[src/rtl/lbus_pkg.sv]
// Shared state codes and constants for the local CSR bus initiator.
package lbus_pkg;

   localparam int unsigned LBUS_ADDR_W   = 32;
   localparam logic [31:0] LBUS_ERR_DATA = 32'hDEAD_BEEF;

   typedef logic [1:0] lbus_state_t;

   localparam lbus_state_t ST_IDLE  = 2'd0;
   localparam lbus_state_t ST_WRITE = 2'd1;
   localparam lbus_state_t ST_READ  = 2'd2;

   // Mask keeping the low 'bits' address bits; saturates at the full bus width.
   function automatic logic [LBUS_ADDR_W-1:0] lbus_addr_mask(input int unsigned bits);
      logic [LBUS_ADDR_W-1:0] m;
      m = '0;
      for (int unsigned i = 0; i < LBUS_ADDR_W; i++) begin
         if (i < bits) m[i] = 1'b1;
      end
      return m;
   endfunction

endpackage

[src/rtl/lbus_timeout_ctr.sv]
// Cycle counter that flags expiry once it has counted TIMEOUT-1 cycles since clear.
module lbus_timeout_ctr #(
   parameter int unsigned TIMEOUT = 16
) (
   input  logic clk,
   input  logic reset_n,
   input  logic i_clr,
   input  logic i_en,
   output logic o_expired
);

   localparam int unsigned CW = $clog2(TIMEOUT) + 1;

   logic [CW-1:0] r_cnt;

   always_ff @(posedge clk or negedge reset_n) begin
      if (!reset_n) begin
         r_cnt <= '0;
      end else if (i_clr) begin
         r_cnt <= '0;
      end else if (i_en) begin
         r_cnt <= r_cnt + CW'(1);
      end
   end

   assign o_expired = (r_cnt == CW'(TIMEOUT - 1));

endmodule

[src/rtl/lbus_master_bridge.sv]
// FemtoRV32 native memory bus to local CSR bus initiator with stall and timeout handling.
module lbus_master_bridge
   import lbus_pkg::*;
#(
   parameter int unsigned ADDR_BITS = 28,
   parameter int unsigned TIMEOUT   = 16,
   parameter logic [31:0] ERR_DATA  = LBUS_ERR_DATA
) (
   input  logic                   clk,
   input  logic                   reset_n,
   input  logic                   sel,
   input  logic [LBUS_ADDR_W-1:0] mem_addr,
   input  logic [31:0]            mem_wdata,
   input  logic [3:0]             mem_wmask,
   input  logic                   mem_rstrb,
   output logic [31:0]            mem_rdata,
   output logic                   mem_rbusy,
   output logic                   mem_wbusy,
   output logic [LBUS_ADDR_W-1:0] waddr,
   output logic [31:0]            wdata,
   output logic [3:0]             wstrb,
   output logic                   wen,
   input  logic                   wready,
   output logic [LBUS_ADDR_W-1:0] raddr,
   output logic                   ren,
   input  logic [31:0]            rdata,
   input  logic                   rvalid,
   output logic                   err
);

   localparam logic [LBUS_ADDR_W-1:0] ADDR_MASK = lbus_addr_mask(ADDR_BITS);

   lbus_state_t            r_state;
   logic [31:0]            r_mem_rdata;
   logic [LBUS_ADDR_W-1:0] r_waddr;
   logic [31:0]            r_wdata;
   logic [3:0]             r_wstrb;
   logic                   r_wen;
   logic [LBUS_ADDR_W-1:0] r_raddr;
   logic                   r_ren;
   logic                   r_err;

   logic                   w_idle;
   logic                   w_wr_req;
   logic                   w_rd_req;
   logic                   w_expired;
   logic [LBUS_ADDR_W-1:0] w_addr;

   assign w_idle   = (r_state == ST_IDLE);
   assign w_wr_req = sel & (|mem_wmask);
   assign w_rd_req = sel & mem_rstrb;
   assign w_addr   = mem_addr & ADDR_MASK;

   // Busy is combinational so the CPU already stalls in the strobe cycle.
   assign mem_wbusy = (r_state == ST_WRITE) | (w_idle & w_wr_req);
   assign mem_rbusy = (r_state == ST_READ)  | (w_idle & w_rd_req);

   lbus_timeout_ctr #(
      .TIMEOUT (TIMEOUT)
   ) u_timeout_ctr (
      .clk       (clk),
      .reset_n   (reset_n),
      .i_clr     (w_idle),
      .i_en      (!w_idle),
      .o_expired (w_expired)
   );

   always_ff @(posedge clk or negedge reset_n) begin
      if (!reset_n) begin
         r_state     <= ST_IDLE;
         r_mem_rdata <= '0;
         r_waddr     <= '0;
         r_wdata     <= '0;
         r_wstrb     <= '0;
         r_wen       <= 1'b0;
         r_raddr     <= '0;
         r_ren       <= 1'b0;
         r_err       <= 1'b0;
      end else begin
         case (r_state)
            ST_IDLE: begin
               if (w_wr_req) begin
                  r_waddr <= w_addr;
                  r_wdata <= mem_wdata;
                  r_wstrb <= mem_wmask;
                  r_wen   <= 1'b1;
                  r_state <= ST_WRITE;
               end else if (w_rd_req) begin
                  r_raddr <= w_addr;
                  r_ren   <= 1'b1;
                  r_state <= ST_READ;
               end
            end
            ST_WRITE: begin
               // An ack on the expiry edge takes precedence over the timeout.
               if (wready) begin
                  r_wen   <= 1'b0;
                  r_state <= ST_IDLE;
               end else if (w_expired) begin
                  r_wen   <= 1'b0;
                  r_err   <= 1'b1;
                  r_state <= ST_IDLE;
               end
            end
            ST_READ: begin
               if (rvalid) begin
                  r_mem_rdata <= rdata;
                  r_ren       <= 1'b0;
                  r_state     <= ST_IDLE;
               end else if (w_expired) begin
                  r_mem_rdata <= ERR_DATA;
                  r_ren       <= 1'b0;
                  r_err       <= 1'b1;
                  r_state     <= ST_IDLE;
               end
            end
            default: begin
               r_wen   <= 1'b0;
               r_ren   <= 1'b0;
               r_state <= ST_IDLE;
            end
         endcase
      end
   end

   assign mem_rdata = r_mem_rdata;
   assign waddr     = r_waddr;
   assign wdata     = r_wdata;
   assign wstrb     = r_wstrb;
   assign wen       = r_wen;
   assign raddr     = r_raddr;
   assign ren       = r_ren;
   assign err       = r_err;

endmodule

[config.mk]
export PLATFORM = sky130hd
export DESIGN_NAME = lbus_master_bridge
export DESIGN_NICKNAME = d
export VERILOG_FILES = /design/src/rtl/lbus_pkg.sv /design/src/rtl/lbus_timeout_ctr.sv /design/src/rtl/lbus_master_bridge.sv
export SDC_FILE = /design/constraint.sdc
export NUM_CORES = 1
export LEC_CHECK = 0
export BUFFER_PORTS_ARGS = -buffer_cell sky130_fd_sc_hd__buf_2
export CAP_MARGIN = 20
export CORE_UTILIZATION = 45
export CTS_BUF_LIST = sky130_fd_sc_hd__clkbuf_2
export CTS_CLUSTER_DIAMETER = 80
export CTS_CLUSTER_SIZE = 10
export DETAILED_ROUTE_END_ITERATION = 7
export HOLD_SLACK_MARGIN = 0.02
export MAX_ROUTING_LAYER = met4
export PLACE_DENSITY = 0.78
export SLEW_MARGIN = 30
export SYNTH_ARGS = -nofsm -noshare
export SYNTH_HDL_FRONTEND = slang
export SYNTH_SLANG_ARGS = --single-unit
[constraint.sdc]
create_clock -name clk -period 3.3 [get_ports clk]
set_input_delay 0.99 -clock clk [delete_from_list [all_inputs] [get_ports clk]]
set_output_delay 0.99 -clock clk [all_outputs]
set_load 0.02 [all_outputs]
==> results.sh <==
export IMPL_final_area_sq_um=6804
export IMPL_clock_latency_ps=690
export IMPL_critPathKind="reg2out"
export IMPL_syn_area_sq_um=5243
export IMPL_place_area_sq_um=6521
export IMPL_die_h_um=109.9
export IMPL_avgViaCountPerCell=4.957
export IMPL_cts_tree="built"
export IMPL_row_count=39
export IMPL_reg2reg_depth=4
export IMPL_skew_ps=22.01
export IMPL_synthFlopType="dfrtp_1"
export IMPL_p_leak_uw=0.003560
export IMPL_totalWireLength_um=11320
export IMPL_ys_warn_count=0
export IMPL_grt_pass1_vias=3529
export IMPL_cts_resized=0
export IMPL_maxCapViolCount=0
export IMPL_root_buffer="clkbuf_2"
export IMPL_dp_cells=686
export IMPL_async_reset_ff_frac=1.000
export IMPL_worst_ep_required_time_ps=2310
export IMPL_drc=0
export IMPL_hpwl_um=7864
export IMPL_syn_to_final_growth_pct=29.79
export IMPL_path_cells="nor2_2 -> nand3_1 -> nand2_1 -> buf_2"
export IMPL_overflow=0
export IMPL_htree_levels=4
export IMPL_die_w_um=109.9
export IMPL_cts_hold_fix_buffers=0
export IMPL_wl_per_cell_um=15.79
export IMPL_holdCritPathClass="in2async"
export IMPL_nFillCells=922
export IMPL_clock_sinks=134
export IMPL_drtAntennaViolNets=0
export IMPL_r2r_slack_ps=1100
export IMPL_ios=243
export IMPL_synth_ff_latch_count=134
export IMPL_crit_path_max_fanout=9
export IMPL_status="completed"
export IMPL_grt_pass1_wl_um=16890
export IMPL_fin_cells=717
export IMPL_track_usage=0.1965
export IMPL_cellPowerDensity_nw_per_um2=693.9
export IMPL_cp_slowest_cell="dfrtp_1"
export IMPL_rsz0062_at_grt="false"
export IMPL_syn_inst=323
export IMPL_numCtsBuffers=17
export IMPL_max_stage_delay_ps=490
export IMPL_seq_area_frac_synth=0.6396
export IMPL_finalCritPeriodShare=0.8937
export IMPL_drv_slew=0
export IMPL_core_sq_um=11370
export IMPL_ir_drop_mv=0.3919
export IMPL_hold_ws_ps=393.2
export IMPL_first_pass_iters=5
export IMPL_drive_above_1_share=0.5480
export IMPL_hold_violations=0
export IMPL_initial_core_util=0.4611
export IMPL_gp_congestion=0.7611
export IMPL_end_kind="output port"
export IMPL_timing_final_crit_period_ps=2949
export IMPL_syn_avg_cell_area_sq_um=16.23
export IMPL_nets=670
export IMPL_drt_iter0_drc=154
export IMPL_crit_arrival_ps=1960
export IMPL_path_depth=4
export IMPL_path_clk_slew_ps=180
export IMPL_slew_headroom=0.4656
export IMPL_clockBufferDepth=2
export IMPL_io_buffers=230
export IMPL_cp_top_family="simple AND/OR/NAND/NOR gates"
export IMPL_setup_violations=0
export IMPL_antenna_found_initial=1
export IMPL_die_area_sq_um=12090
export IMPL_synth_edff_count=0
export IMPL_synth_distinct_cells=36
export IMPL_grt_start_max_net_pins=135
export IMPL_setup_worst_path_start_class="register"
export IMPL_post_cts_buffers=0
export IMPL_worst_pin_slew_ps=799.7
export IMPL_vias=3554
export IMPL_crit_buf_inv=1
export IMPL_fin_tns_setup_ps=0
export IMPL_fmax_mhz=339.1
==> flip-flops by register name, indices dropped and copies added (netlist names) <==
signal,count
wdata,32
wstrb,4
err,1
mem_rdata,32
r_state,2
u_timeout_ctr.r_cnt,5
wen,1
ren,1
raddr,28
waddr,28
==> cells by family after synthesis <==
logic type / Yosys count / synth area share
mux: 92 / 0.2248
buf+inv: 24 / 0.03103
xor+xnor: 2 / 0.003342
simple gates: 30 / 0.03342
other cells: 1 / 0.0007153
fa+ha+maj: 2 / 0.004773
compound gates: 38 / 0.06229
flops: 134 / 0.6396
==> final timing paths <==
path / startpoint / end
worst max register to register: r_state[1]$_DFFE_PN0P_ / wdata[6]$_DFFE_PN0P_
min in group clk: u_timeout_ctr.r_cnt[0]$_DFF_PN0_ / u_timeout_ctr.r_cnt[0]$_DFF_PN0_
worst min-delay path: reset_n / mem_rdata[29]$_DFFE_PN0P_
max in group asynchronous: reset_n / waddr[16]$_DFFE_PN0P_
worst min register to register: u_timeout_ctr.r_cnt[0]$_DFF_PN0_ / u_timeout_ctr.r_cnt[0]$_DFF_PN0_
worst max-delay path: r_state[1]$_DFFE_PN0P_ / mem_rbusy
==> placed cells by master, fill, tap and decap left out, types with 2 or more instances in the layout <==
cell type  count
inv_1          2
nor2b_1        2
ha_1           2
clkbuf_2      20
nand2_1        6
mux2_2         8
nand2b_1       2
buf_4          3
buf_2        229
mux2_1        46
a22o_1         8
nor2_1         8
mux2_4        38
bufinv_16      5
buf_12         3
dfrtp_1      134
nand3_1        2
clkinv_2       2
conb_1         8
o22a_1        24
==> metrics by stage <==
stage	total power (uW)	utilization	worst slack, ps
5_1_grt	4979	0.5984	144.6
2_1_floorplan	3079	-	722.6
6_report	4721	0.5984	350.9
4_1_cts	4785	0.5982	223.6
3_3_place_gp	3580	0.5736	428.7
3_5_place_dp	3628	0.5736	419.2
==> worst register-to-register path, stage by stage, from the launching register on <==
cell and delay, ps:
dfrtp_1 490, nor2_2 370, and2_4 610, buf_12 270
mux2_1 360
==> layer usage <==
layer | global-route usage | routed length [um]
met1 | 0.2257 | 4638
met2 | 0.3085 | 5585
met3 | 0.06935 | 906
met4 | 0.09048 | 189
met5 | - | 0
==> cell type report <==
cell class / instances / area (sq um) / area share
Sequential cell: 134 / 3353 / 0.4928
Multi-Input combinational cell: 172 / 1753 / 0.2576
Timing Repair Buffer: 235 / 1229 / 0.1806
Clock inverter: 10 / 180.2 / 0.02648
Tap cell: 143 / 178.9 / 0.02630
Clock buffer: 20 / 100.1 / 0.01471
Inverter: 2 / 7.507 / 0.001103
Antenna cell: 1 / 2.502 / 0.0003678
==> report_power, final <==
group          internal [uW]  switching (uW)
combinational            605             801
sequential              1990             188
clock                    571             568
==> Yosys cell counts (2+ instances only) <==
library cell | number | area (sq um)
buf_6 | 5 | 56.30
mux2_2 | 8 | 90.09
nand2b_1 | 2 | 12.51
mux2_4 | 38 | 570.6
nand3_1 | 2 | 10.01
inv_1 | 2 | 7.510
nand2_1 | 6 | 22.52
a22o_1 | 8 | 70.07
dfrtp_1 | 134 | 3353
clkbuf_1 | 5 | 18.77
o22a_1 | 24 | 210.2
nor2_1 | 8 | 30.03
mux2_1 | 46 | 518.0
ha_1 | 2 | 25.02
nor2b_1 | 2 | 12.51
buf_4 | 8 | 60.06
buf_2 | 4 | 20.02
Power figures use the tool's default switching activity.
